$ cat config.mk
export PLATFORM = sky130hd
export DESIGN_NAME = seven_seg_scan_ctrl
export DESIGN_NICKNAME = d
export VERILOG_FILES = /design/src/rtl/seg_scan_pkg.sv /design/src/rtl/scan_slot_timer.sv /design/src/rtl/seven_seg_scan_ctrl.sv
export SDC_FILE = /design/constraint.sdc
export NUM_CORES = 1
export LEC_CHECK = 0
export CAP_MARGIN = 10
export CORE_UTILIZATION = 35
export CTS_BUF_LIST = sky130_fd_sc_hd__clkbuf_8
export CTS_CLUSTER_DIAMETER = 120
export DETAILED_ROUTE_END_ITERATION = 10
export PLACE_DENSITY_LB_ADDON = 0.2
export SLEW_MARGIN = 20
export SYNTH_ARGS = -nofsm -noshare
export SYNTH_HDL_FRONTEND = slang
export SYNTH_SLANG_ARGS = --single-unit
$ cat constraint.sdc
create_clock -name clk -period 4.51 [get_ports clk]
set_input_delay 0.451 -clock clk [delete_from_list [all_inputs] [get_ports clk]]
set_output_delay 0.451 -clock clk [all_outputs]
set_load 0.03 [all_outputs]
$ cat src/rtl/seg_scan_pkg.sv
`default_nettype none
// +------------------------------------------------------------------------+
// | Module   : seg_scan_pkg                                                 |
// | Purpose  : Shared types and constants for the seven-segment scanner.    |
// |            Holds the scan FSM state enum, the "all dark" drive values   |
// |            and a helper that builds a one-cold digit select.            |
// | Ports    : none (package)                                              |
// | Revision : 1.0 - initial release                                       |
// +------------------------------------------------------------------------+
package seg_scan_pkg;

   typedef enum logic [1:0] {
      BLANK = 2'd0,   // anti-ghost gap at the start of every slot
      ON    = 2'd1,   // selected digit driven
      DIM   = 2'd2    // remainder of the slot dark, sets the duty cycle
   } scan_state_t;

   localparam logic [7:0] SEG_OFF  = 8'hFF;   // active-low: all segments off
   localparam logic [7:0] SEL_NONE = 8'hFF;   // active-low: no digit selected

   // One-cold select vector for digit position idx.
   function automatic logic [7:0] sel_for(input logic [2:0] idx);
      return ~(8'h01 << idx);
   endfunction

endpackage
`default_nettype wire

$ cat src/rtl/scan_slot_timer.sv
`default_nettype none
// +------------------------------------------------------------------------+
// | Module   : scan_slot_timer                                              |
// | Purpose  : Slot counter (0..TICK_DIV-1) and digit index (0..7).         |
// |            The index advances whenever the slot counter wraps.         |
// | Ports    : clk, rst_n (async, active-low)                               |
// |            count       - position inside the current slot               |
// |            idx         - digit currently being scanned                  |
// |            slot_wrap   - count is at its last value this cycle          |
// |            frame_pulse - count 0 of digit 0 (first cycle of a frame)     |
// | Revision : 1.0 - initial release                                       |
// +------------------------------------------------------------------------+
module scan_slot_timer #(
   parameter int TICK_DIV = 64
) (
   input  logic                        clk,
   input  logic                        rst_n,
   output logic [$clog2(TICK_DIV)-1:0] count,
   output logic [2:0]                  idx,
   output logic                        slot_wrap,
   output logic                        frame_pulse
);

   localparam int CW = $clog2(TICK_DIV);

   assign slot_wrap   = (count == CW'(TICK_DIV - 1));
   assign frame_pulse = (count == '0) && (idx == 3'd0);

   always_ff @(posedge clk or negedge rst_n) begin
      if (!rst_n) begin
         count <= '0;
         idx   <= 3'd0;
      end else if (slot_wrap) begin
         count <= '0;
         idx   <= idx + 3'd1;   // 7 wraps naturally to 0
      end else begin
         count <= count + CW'(1);
      end
   end

endmodule
`default_nettype wire

$ cat src/rtl/seven_seg_scan_ctrl.sv
`default_nettype none
// +------------------------------------------------------------------------+
// | Module   : seven_seg_scan_ctrl                                          |
// | Purpose  : Time-multiplexed driver for an 8-digit seven-segment display |
// |            with anti-ghost blanking and optional brightness control.   |
// | Config   : SEG_SCAN_DIM_EN - when defined, brightness (0..7) shortens   |
// |            the ON window and the rest of each slot is spent in DIM.    |
// |            When undefined, brightness is ignored and ON fills the slot. |
// | Ports    : clk, rst_n (async, active-low)                               |
// |            digits[63:0]  - digit k pattern at [8k+7:8k], 1 = lit        |
// |            digit_en[7:0] - 0 keeps that digit dark for its slot         |
// |            brightness    - duty level 0..7                              |
// |            seg[7:0]      - active-low segment drive (registered)        |
// |            seg_sel[7:0]  - active-low one-cold digit select (registered)|
// |            frame_start   - one-cycle pulse at the start of digit 0 slot |
// | Revision : 1.0 - initial release                                       |
// +------------------------------------------------------------------------+
module seven_seg_scan_ctrl
   import seg_scan_pkg::*;
#(
   parameter int TICK_DIV  = 64,
   parameter int BLANK_CYC = 8
) (
   input  logic        clk,
   input  logic        rst_n,
   input  logic [63:0] digits,
   input  logic [7:0]  digit_en,
   input  logic [2:0]  brightness,
   output logic [7:0]  seg,
   output logic [7:0]  seg_sel,
   output logic        frame_start
);

   localparam int CW = $clog2(TICK_DIV);

   logic [CW-1:0] count;
   logic [2:0]    idx;
   logic          slot_wrap;
   logic          frame_pulse;

   scan_state_t   state;
   scan_state_t   state_nx;
   logic [63:0]   sh_digits;
   logic [7:0]    sh_en;
   logic [CW:0]   on_end;     // one extra bit so on_end can equal TICK_DIV
   logic [CW:0]   count_p1;
   logic [7:0]    seg_nx;
   logic [7:0]    sel_nx;

   scan_slot_timer #(
      .TICK_DIV (TICK_DIV)
   ) u_timer (
      .clk         (clk),
      .rst_n       (rst_n),
      .count       (count),
      .idx         (idx),
      .slot_wrap   (slot_wrap),
      .frame_pulse (frame_pulse)
   );

`ifdef SEG_SCAN_DIM_EN
   localparam logic [CW+3:0] SPAN = (CW+4)'(TICK_DIV - BLANK_CYC);

   logic [2:0]    bright_q;
   logic [CW+3:0] span_prod;   // wide enough for SPAN * 8
   logic          unused_prod_lsb;

   // Brightness is latched once per slot so a change never splits a slot.
   always_ff @(posedge clk or negedge rst_n) begin
      if (!rst_n) begin
         bright_q <= 3'd0;
      end else if (count == '0) begin
         bright_q <= brightness;
      end
   end

   always_comb begin
      span_prod = SPAN * ({{(CW+1){1'b0}}, bright_q} + (CW+4)'(1));
      on_end    = (CW+1)'(BLANK_CYC) + span_prod[CW+3:3];
   end

   assign unused_prod_lsb = ^span_prod[2:0];
`else
   logic unused_brightness;

   assign on_end            = (CW+1)'(TICK_DIV);
   assign unused_brightness = ^brightness;
`endif

   assign count_p1 = {1'b0, count} + (CW+1)'(1);

   // Next-state logic looks one count ahead so state stays aligned with
   // count: state is BLANK at count 0, ON from BLANK_CYC, DIM from on_end.
   always_comb begin
      state_nx = state;
      if (slot_wrap) begin
         state_nx = BLANK;
      end else begin
         case (state)
            BLANK:   if (count == CW'(BLANK_CYC - 1)) state_nx = ON;
            ON:      if (count_p1 == on_end)          state_nx = DIM;
            DIM:     state_nx = DIM;
            default: state_nx = BLANK;
         endcase
      end
   end

   always_comb begin
      seg_nx = SEG_OFF;
      sel_nx = SEL_NONE;
      if ((state == ON) && sh_en[idx]) begin
         sel_nx = sel_for(idx);
         seg_nx = ~sh_digits[{idx, 3'b000} +: 8];
      end
   end

   always_ff @(posedge clk or negedge rst_n) begin
      if (!rst_n) begin
         state       <= BLANK;
         sh_digits   <= '0;
         sh_en       <= '0;
         seg         <= SEG_OFF;
         seg_sel     <= SEL_NONE;
         frame_start <= 1'b0;
      end else begin
         state       <= state_nx;
         seg         <= seg_nx;
         seg_sel     <= sel_nx;
         frame_start <= frame_pulse;
         // Shadows load on the same edge that raises frame_start, so a
         // whole frame always shows one consistent snapshot.
         if (frame_pulse) begin
            sh_digits <= digits;
            sh_en     <= digit_en;
         end
      end
   end

endmodule
`default_nettype wire

==> results of run 1 <==
==> cell families after synthesis <==
kind of cell | share of synthesized area, %
DFF | 57.0
muxes | 29.1
and+or+nand+nor | 4.53
buffers and inverters | 2.69
AOI/OAI and AO/OA | 2.97
adders and majority gates | 2.83
xor gates and xnor gates | 0.792
==> final cells by class <==
type	count	area [um2]
clock inverter	5	60.1
clock buffer	11	151
inverter	8	30.0
multi-input combinational	160	1790
sequential	100	2520
tap	168	210
fill	1101	6460
timing repair buffer	95	936
==> layer usage <==
| metal | global-route usage (%) | vias to the layer above | share of wire, % |
|---|---|---|---|
| met4 | 5.02 | 0 | 1.6 |
| met5 | 0 | - | 0 |
| li1 | - | 1213 | - |
| met3 | 4.76 | 10 | 6.0 |
| met1 | 18.4 | 1310 | 44 |
| met2 | 23.6 | 65 | 49 |
==> cell usage in the layout, fill, tap and decap left out, drive strengths merged, types with 6 or more instances in the layout <==
master,instances
buf,6
clkbuf,11
ha,10
a22oi,8
nand2,10
inv,8
mux2,73
mux4,17
clkdlybuf4s50,89
dfrtp,84
or2,8
dfstp,16
==> registers in the layout, indices dropped and copies added, names as in the netlist <==
register / count
seg: 8
seg_sel: 8
frame_start: 1
u_timer.idx: 3
state: 2
sh_digits: 64
sh_en: 8
u_timer.count: 6
==> where the power goes <==
group / total, mW / internal (mW) / switching [mW]
logic: 0.152 / 0.0992 / 0.0531
registers: 0.953 / 0.936 / 0.0164
clock network: 0.594 / 0.288 / 0.306
total: 1.70 / 1.32 / 0.376
==> worst max path at each step <==
stage                               startpoint                         to  slack [ps]
floorplan           u_timer.idx[1]$_DFFE_PN0P_   sh_digits[0]$_DFFE_PN0P_        2570
global placement    u_timer.idx[1]$_DFFE_PN0P_  sh_digits[33]$_DFFE_PN0P_        1530
detailed placement  u_timer.idx[1]$_DFFE_PN0P_  sh_digits[49]$_DFFE_PN0P_        1460
CTS                 u_timer.idx[1]$_DFFE_PN0P_  sh_digits[49]$_DFFE_PN0P_        1430
global route        u_timer.idx[1]$_DFFE_PN0P_  sh_digits[49]$_DFFE_PN0P_        1280
finish              u_timer.idx[1]$_DFFE_PN0P_  sh_digits[49]$_DFFE_PN0P_        1550
==> metrics by stage <==
stage	setup slack (ps)	util [%]	power (mW)	area, um2	hold slack [ps]
final	1550	46.9	1.70	5700	60.5
after detailed placement	1460	45.1	1.13	5490	473
after CTS	1430	46.9	1.72	5700	70.7
after global placement	1530	45.1	1.12	5490	470
after global routing	1280	46.9	1.78	5700	95.9
after floorplan	2570	-	1.02	4420	155
==> impl_metrics.csv, run 1 <==
group,metric,value,unit
sta,grt_setup_unrepaired,"false",
grt,grt_overflow,0,
placed_design,port-buffer-count,90,
setup_path,r2r_end,"sh_digits[49]$_DFFE_PN0P_",
synth,synth-seq-cells,100,
cts,cts.sinks,100,
synth,ys_async_sr_fraction,100,%
cts,ctsResizeCount,0,
placed_design,hpwl,6210,um
grt,grt_pass1_vias,2689,
cts,clk_latency,360,ps
detailed_routing,ant_nets,0,
die,pin_count,94,
status,status,"finished clean",
setup_path,path_depth,5,
setup_path,critPathSlowestCell,"dfrtp_1",
synth,yosysWarnings,0,
setup_path,r2r_start,"u_timer.idx[1]$_DFFE_PN0P_",
setup_path,crit_required,4750,ps
cts,cts_hold_buf,0,
synth,synth_top_area_share,47.5,%
grt,grt_usage,14.6,%
sta,fmax,0.338,GHz
setup_path,critPathKind,"reg2reg",
setup_path,crit_path_end_kind,"flop",
setup_path,critical-path-top-delay-family,"flip-flops",
setup_path,rr_worst_depth,5,
sta,finalCriticalPeriod,2960,ps
detailed_routing,firstDrtPassIters,4,
die,die_height,114,um
synth,synth_cell_types,32,
detailed_routing,drt_iter0_markers,93,
synth,synth-edff-count,0,
die,core.rowCount,40,
pwr,p_leak,2.34,nW
sta,setup_tns,0,ps
sta,worst_clock_skew,13.9,ps
cells_and_area,drive_gt1_share,32.5,%
detailed_routing,routed_wl,8850,um
die,start_util,36.4,%
setup_path,rrSetupSlack,1550,ps
synth,syn_inst,282,
setup_path,worst_setup_path_start_kind,"flop",
job,maxCapViolations,0,
setup_path,crit_fanout,43,
cts,cts_buffers,9,
die,coreArea,12200,um2
synth,syn_area,4420,um2
sta,fin_crit_sh,65.6,%
synth,synth_area_leader_cell,"dfrtp_1",
cells_and_area,stdcell_count,547,
cells_and_area,syn_to_final_growth,28.9,%
placed_design,dp_cells,531,
synth,netlist_top_cells_count,"dfrtp_1, mux2_2, mux4_1",
cts,post_cts_buffers,0,
synth,yosysMostFrequentCell,"dfrtp_1",
min_path,min_path_type,"in2async",
grt,antenna_found_initial,0,
die,die_width,114,um
synth,syn_nets,369,
sta,drv_slew,0,
sta,slew_headroom,30.9,%
pwr,powerDensity,298,nW/um2
sta,setup_viol,0,
detailed_routing,vias_per_cell,4.75,
cts,clkTransAtPathRegs,100,ps
detailed_routing,drc_errors,0,
cts,ctsRootBufferMaster,"clkbuf_8",
synth,synthFlopType,"dfrtp_1",
grt,grt_max_degree,59,
cts,h-tree-depth,3,
die,die_area,13100,um2
sta,finalHoldViolations,0,
cells_and_area,nets,461,
detailed_routing,avgRoutedWirePerCell,16.2,um
grt,grt_pass1_wl,14100,um
setup_path,critPathBufInv,2,
placed_design,place.gp.congestion,0.715,
cells_and_area,insertedDiodeCount,0,
cts,cts_tree,"yes",
setup_path,worstPathArrival,3200,ps
synth,syn_avg_cell_area,15.7,um2
detailed_routing,num_vias,2598,
pwr,peakVddDrop,126,uV
synth,ys_seq_area_share,57.0,%
setup_path,path_cells,"inv_1 -> ha_1 -> nand4_4 -> buf_4 -> mux2_2",
setup_path,cpPeakStageDelay,1040,ps
synth,synth_area_leaders,"dfrtp_1, mux2_2, mux4_1",
sta,worst_pin_slew,1040,ps
cts,clk_path_buf_depth,2,
Note: power is estimated with default switching activity, not from simulation.
==> inputs of run 2 (changes only) <==
==> constraint.sdc (replaced) <==
create_clock -name clk -period 3.09 [get_ports clk]
set_input_delay 0.309 -clock clk [delete_from_list [all_inputs] [get_ports clk]]
set_output_delay 0.309 -clock clk [all_outputs]
set_load 0.03 [all_outputs]
==> run 2 against run 1 <==
Critical path depth is 1 higher. Clock skew hardly changed. The flow now finishes with violations (hold timing). Largest power group unchanged. Clock power is 30% higher. Critical path type unchanged.
==> impl_metrics.csv, run 2 (same netlist as run 1, synthesis figures left out) <==
group,metric,value,unit
detailed_routing,num_vias,2613,
pwr,p_clk_share,32.4,%
detailed_routing,routed_wl,8750,um
die,die_area,13100,um2
die,core.rowCount,40,
cts,ctsResizeCount,0,
cells_and_area,nFillCells,1137,
die,die_height,114,um
job,maxCapViolations,0,
sta,setup_tns,0,ps
cells_and_area,stdcell_count,548,
cts,cts_tree,"yes",
sta,slew_headroom,51.0,%
grt,grt_pass1_vias,2758,
pwr,internal_power,1.83,mW
placed_design,dp_cells,532,
cts,cts.sinks,100,
sta,worst_pin_slew,736,ps
sta,drv_slew,0,
grt,grt_overflow,0,
cts,h-tree-depth,3,
die,die_width,114,um
pwr,p_leak,2.34,nW
cells_and_area,drive_gt1_share,32.9,%
sta,fin_crit_sh,72.4,%
placed_design,port-buffer-count,90,
pwr,pwr-share-seq,58.2,%
setup_path,worstPathArrival,2470,ps
setup_path,worst_setup_path_start_kind,"flop",
cts,post_cts_buffers,0,
sta,setup_viol,0,
cells_and_area,largest_reg_flops,64,
die,start_util,36.4,%
detailed_routing,firstDrtPassIters,4,
placed_design,hpwl,6280,um
cells_and_area,nets,462,
pwr,powerDensity,419,nW/um2
detailed_routing,ant_nets,0,
cells_and_area,layout_commonest_cell,"clkdlybuf4s50_1",
setup_path,crit_required,3330,ps
setup_path,critPathKind,"reg2reg",
cells_and_area,regMostFlops,"sh_digits",
setup_path,crit_fanout,28,
min_path,min_path_type,"in2async",
sta,hold_ws,-0.172,ps
die,coreArea,12200,um2
cts,cts_buffers,9,
sta,grt_setup_unrepaired,"false",
pwr,peakVddDrop,203,uV
pwr,swShare,23.2,%
detailed_routing,vias_per_cell,4.77,
grt,grt_max_degree,60,
status,failed_checks,"hold timing",
detailed_routing,avgRoutedWirePerCell,16.0,um
cts,clk_path_buf_depth,2,
detailed_routing,drc_errors,0,
cells_and_area,insertedDiodeCount,0,
cts,cts_hold_buf,0,
placed_design,place.gp.congestion,0.747,
status,status,"finished with violations",
die,pin_count,94,
cts,ctsRootBufferMaster,"clkbuf_8",
cts,clkTransAtPathRegs,100,ps
cells_and_area,syn_to_final_growth,28.9,%
detailed_routing,drt_iter0_markers,83,
grt,antenna_found_initial,0,
cts,clk_latency,360,ps
pwr,p_switching,554,uW
sta,finalCriticalPeriod,2240,ps
pwr,pwr-share-comb,9.3,%
sta,fmax,0.447,GHz
grt,grt_usage,14.5,%
grt,grt_pass1_wl,14100,um
cells_and_area,final_util,46.9,%
sta,finalHoldViolations,1,
sta,worst_clock_skew,14.0,ps
setup_path,crit_path_end_kind,"flop",
cells_and_area,final_cell_mix,"clkdlybuf4s50_1, dfrtp_1, mux2_2",
## run 2: cell count changes in the layout (fill, tap and decap cells not counted)
cell / delta
buf_12: +1
bufinv_16: -1
clkbuf_8: -1
clkinv_4: +1
inv_6: +1
o31ai_1: -1
o31ai_2: +1
## run 2: layout make-up
cell class	instances	area (um2)	share of cell area (%)
timing repair buffer	96	956	16.8
tap	168	210	3.69
multi-input combinational	160	1790	31.5
clock buffer	10	138	2.42
inverter	8	30.0	0.527
sequential	100	2520	44.3
clock inverter	6	47.5	0.834
## run 2: path summary, 6_finish.rpt
kind | from | to | slack [ps] | cells past startpoint
worst max-delay path | u_timer.idx[0]$_DFFE_PN0P_ | sh_digits[49]$_DFFE_PN0P_ | 850 | 6
worst min register to register | sh_digits[8]$_DFFE_PN0P_ | sh_digits[8]$_DFFE_PN0P_ | 500 | 1
max in group asynchronous | rst_n | seg[2]$_DFF_PN1_ | 2250 | 2
worst min-delay path | rst_n | sh_digits[63]$_DFFE_PN0P_ | -0.2 | 1
worst max register to register | u_timer.idx[0]$_DFFE_PN0P_ | sh_digits[49]$_DFFE_PN0P_ | 850 | 6
min in group clk | sh_digits[8]$_DFFE_PN0P_ | sh_digits[8]$_DFFE_PN0P_ | 500 | 1
## run 2: critical path, cell delays in order, from the launching register on
cell and delay (ps):
dfrtp_1 410, buf_4 370, inv_1 150, ha_1 290, nand4_4 120, buf_4 350, mux2_2 390
## run 2: power groups by stage
| stage | clock network [mW] | registers (mW) | logic, mW |
|---|---|---|---|
| after floorplan | 0 | 1.42 | 0.0690 |
| after global placement | 0 | 1.41 | 0.223 |
| after detailed placement | 0 | 1.42 | 0.228 |
| after CTS | 0.809 | 1.39 | 0.228 |
| after global routing | 0.858 | 1.40 | 0.242 |
| final | 0.774 | 1.39 | 0.223 |
## run 2: routing by layer
layer	track usage [%]	routed length [um]
met1	17.8	3670
met2	24.3	4460
met5	0	0
met3	4.82	544
met4	4.16	74
## run 2: through the flow
stage          hold WS, ps  power (mW)  instance area [um2]  setup WS, ps
5_1_grt               47.7        2.50                 5700           736
3_5_place_dp           428        1.64                 5510           785
6_report            -0.172        2.39                 5700           853
2_1_floorplan         13.4        1.49                 4420          1150
3_3_place_gp           417        1.64                 5510           819
4_1_cts               15.6        2.43                 5690           759
==> inputs of run 3 (changes only) <==
==> constraint.sdc (replaced) <==
create_clock -name clk -period 2.2 [get_ports clk]
set_input_delay 0.22 -clock clk [delete_from_list [all_inputs] [get_ports clk]]
set_output_delay 0.22 -clock clk [all_outputs]
set_load 0.03 [all_outputs]
==> run 3 against run 2 <==
The flow now finishes without violations. Sequential power rose by 40%. Worst hold slack better by 430 ps. Clock skew decreased by 5.0 ps.
==> impl_metrics.csv, run 3 (same netlist as run 1, synthesis figures left out) <==
group,metric,value,unit
pwr,p_leak,2.38,nW
setup_path,cpPeakStageDelay,440,ps
sta,finalCriticalPeriod,1830,ps
pwr,pwr-share-seq,55.2,%
sta,fin_crit_sh,83.2,%
grt,grt_pass1_wl,14500,um
pwr,p_switching,772,uW
cells_and_area,multi_input_area,1790,um2
sta,worst_clock_skew,9.04,ps
pwr,powerDensity,612,nW/um2
detailed_routing,vias_per_cell,4.74,
die,die_area,13100,um2
pwr,p_clk_share,35.7,%
setup_path,crit_required,2440,ps
cts,clkTransAtPathRegs,100,ps
job,maxCapViolations,0,
cts,clk_latency,360,ps
sta,setup_slack,370,ps
detailed_routing,firstDrtPassIters,4,
cells_and_area,drive_gt1_share,32.6,%
detailed_routing,avgRoutedWirePerCell,16.1,um
placed_design,place.gp.congestion,0.689,
cells_and_area,stdcell_count,551,
min_path,min_path_type,"in2async",
grt,grt_usage,15.0,%
cts,cts_buffers,9,
detailed_routing,num_vias,2613,
detailed_routing,drc_errors,0,
pwr,total_power,3.54,mW
die,die_height,114,um
cts,cts.sinks,100,
setup_path,worst_setup_path_start_kind,"flop",
grt,grt_max_degree,52,
pwr,swShare,21.8,%
cts,ctsResizeCount,0,
sta,fmax,0.546,GHz
sta,setup_tns,0,ps
cts,h-tree-depth,3,
sta,drv_slew,0,
setup_path,worstPathArrival,2070,ps
grt,antenna_found_initial,0,
sta,slew_headroom,55.2,%
status,status,"finished clean",
setup_path,crit_path_end_kind,"flop",
cells_and_area,final_cell_mix,"clkdlybuf4s50_1, dfrtp_1, mux2_2",
sta,setup_viol,0,
cells_and_area,nFillCells,1113,
setup_path,critPathKind,"reg2reg",
placed_design,hpwl,6360,um
cells_and_area,regArea,2520,um2
setup_path,crit_fanout,43,
cells_and_area,largest_reg_flops,64,
detailed_routing,ant_nets,0,
sta,grt_setup_unrepaired,"false",
cts,cts_tree,"yes",
die,pin_count,94,
placed_design,port-buffer-count,90,
detailed_routing,routed_wl,8850,um
die,die_width,114,um
cells_and_area,syn_to_final_growth,30.6,%
setup_path,path_cells,"nor3_1 -> nand4_4 -> buf_12 -> mux2_2",
cells_and_area,regMostFlops,"sh_digits",
cells_and_area,nets,465,
placed_design,place_ws,386,ps
die,start_util,36.4,%
setup_path,critPathSlowestCell,"dfrtp_1",
sta,finalHoldViolations,0,
cells_and_area,insertedDiodeCount,0,
pwr,peakVddDrop,248,uV
die,coreArea,12200,um2
die,core.rowCount,40,
cts,clk_path_buf_depth,2,
cts,ctsRootBufferMaster,"clkbuf_8",
sta,worst_pin_slew,673,ps
placed_design,dp_cells,534,
pwr,pwr-share-comb,9.1,%
grt,grt_pass1_vias,2815,
detailed_routing,drt_iter0_markers,105,
grt,grt_overflow,0,
pwr,internal_power,2.76,mW
cells_and_area,layout_commonest_cell,"clkdlybuf4s50_1",
cells_and_area,final_util,47.5,%
run 3: per-stage QoR:
stage	instance area, um2	hold WS [ps]
global placement	5550	295
global route	5770	451
CTS	5770	438
floorplan	4420	-75.6
finish	5770	429
detailed placement	5550	307
run 3: final timing paths:
kind                                                  from                         to  slack [ps]  cells after the start
worst max-delay path            u_timer.count[3]$_DFF_PN0_   sh_digits[3]$_DFFE_PN0P_         370                      4
max in group asynchronous                            rst_n           seg[4]$_DFF_PN1_        1050                      3
min in group clk                                digits[20]  sh_digits[20]$_DFFE_PN0P_         470                      2
worst max register to register  u_timer.count[3]$_DFF_PN0_   sh_digits[3]$_DFFE_PN0P_         370                      4
worst min register to register   sh_digits[42]$_DFFE_PN0P_  sh_digits[42]$_DFFE_PN0P_         500                      1
worst min-delay path                                 rst_n  sh_digits[56]$_DFFE_PN0P_         430                      2
run 3: worst max-delay path: cells and delay by family (launching register included):
kind                   cells  cell delay (ps)
flip-flops                 1              440
buffers and inverters      1              280
multiplexers               1              300
AND/OR/NAND/NOR            2              680
run 3: metal layers:
metal | wire length, um | part of all wire (%) | global-route usage, % | up-vias
met3 | 384 | 4.3 | 3.18 | 12
met4 | 159 | 1.8 | 6.23 | 0
met2 | 4340 | 49 | 24.8 | 63
met1 | 3970 | 45 | 19.3 | 1316
li1 | - | - | - | 1222
met5 | 0 | 0 | 0 | -
run 3: timing repair:
action | in CTS | in global routing
hold endpoints to repair | 34 | 0
setup buffers | 0 | 0
hold buffers | 1 | 0
run 3: power groups by stage:
stage	combinational [mW]	clock [mW]	sequential [mW]
3_5_place_dp	0.327	0	1.99
6_report	0.320	1.26	1.95
4_1_cts	0.329	1.31	1.95
5_1_grt	0.349	1.39	1.96
3_3_place_gp	0.322	0	1.99
2_1_floorplan	0.0969	0	1.99
run 3: area by class of cell:
cell class / count / share of cell area, %
sequential: 100 / 43.7
multi-input combinational: 160 / 31.0
timing repair buffer: 99 / 17.4
tap: 168 / 3.64
clock buffer: 9 / 2.15
clock inverter: 7 / 1.60
inverter: 8 / 0.520
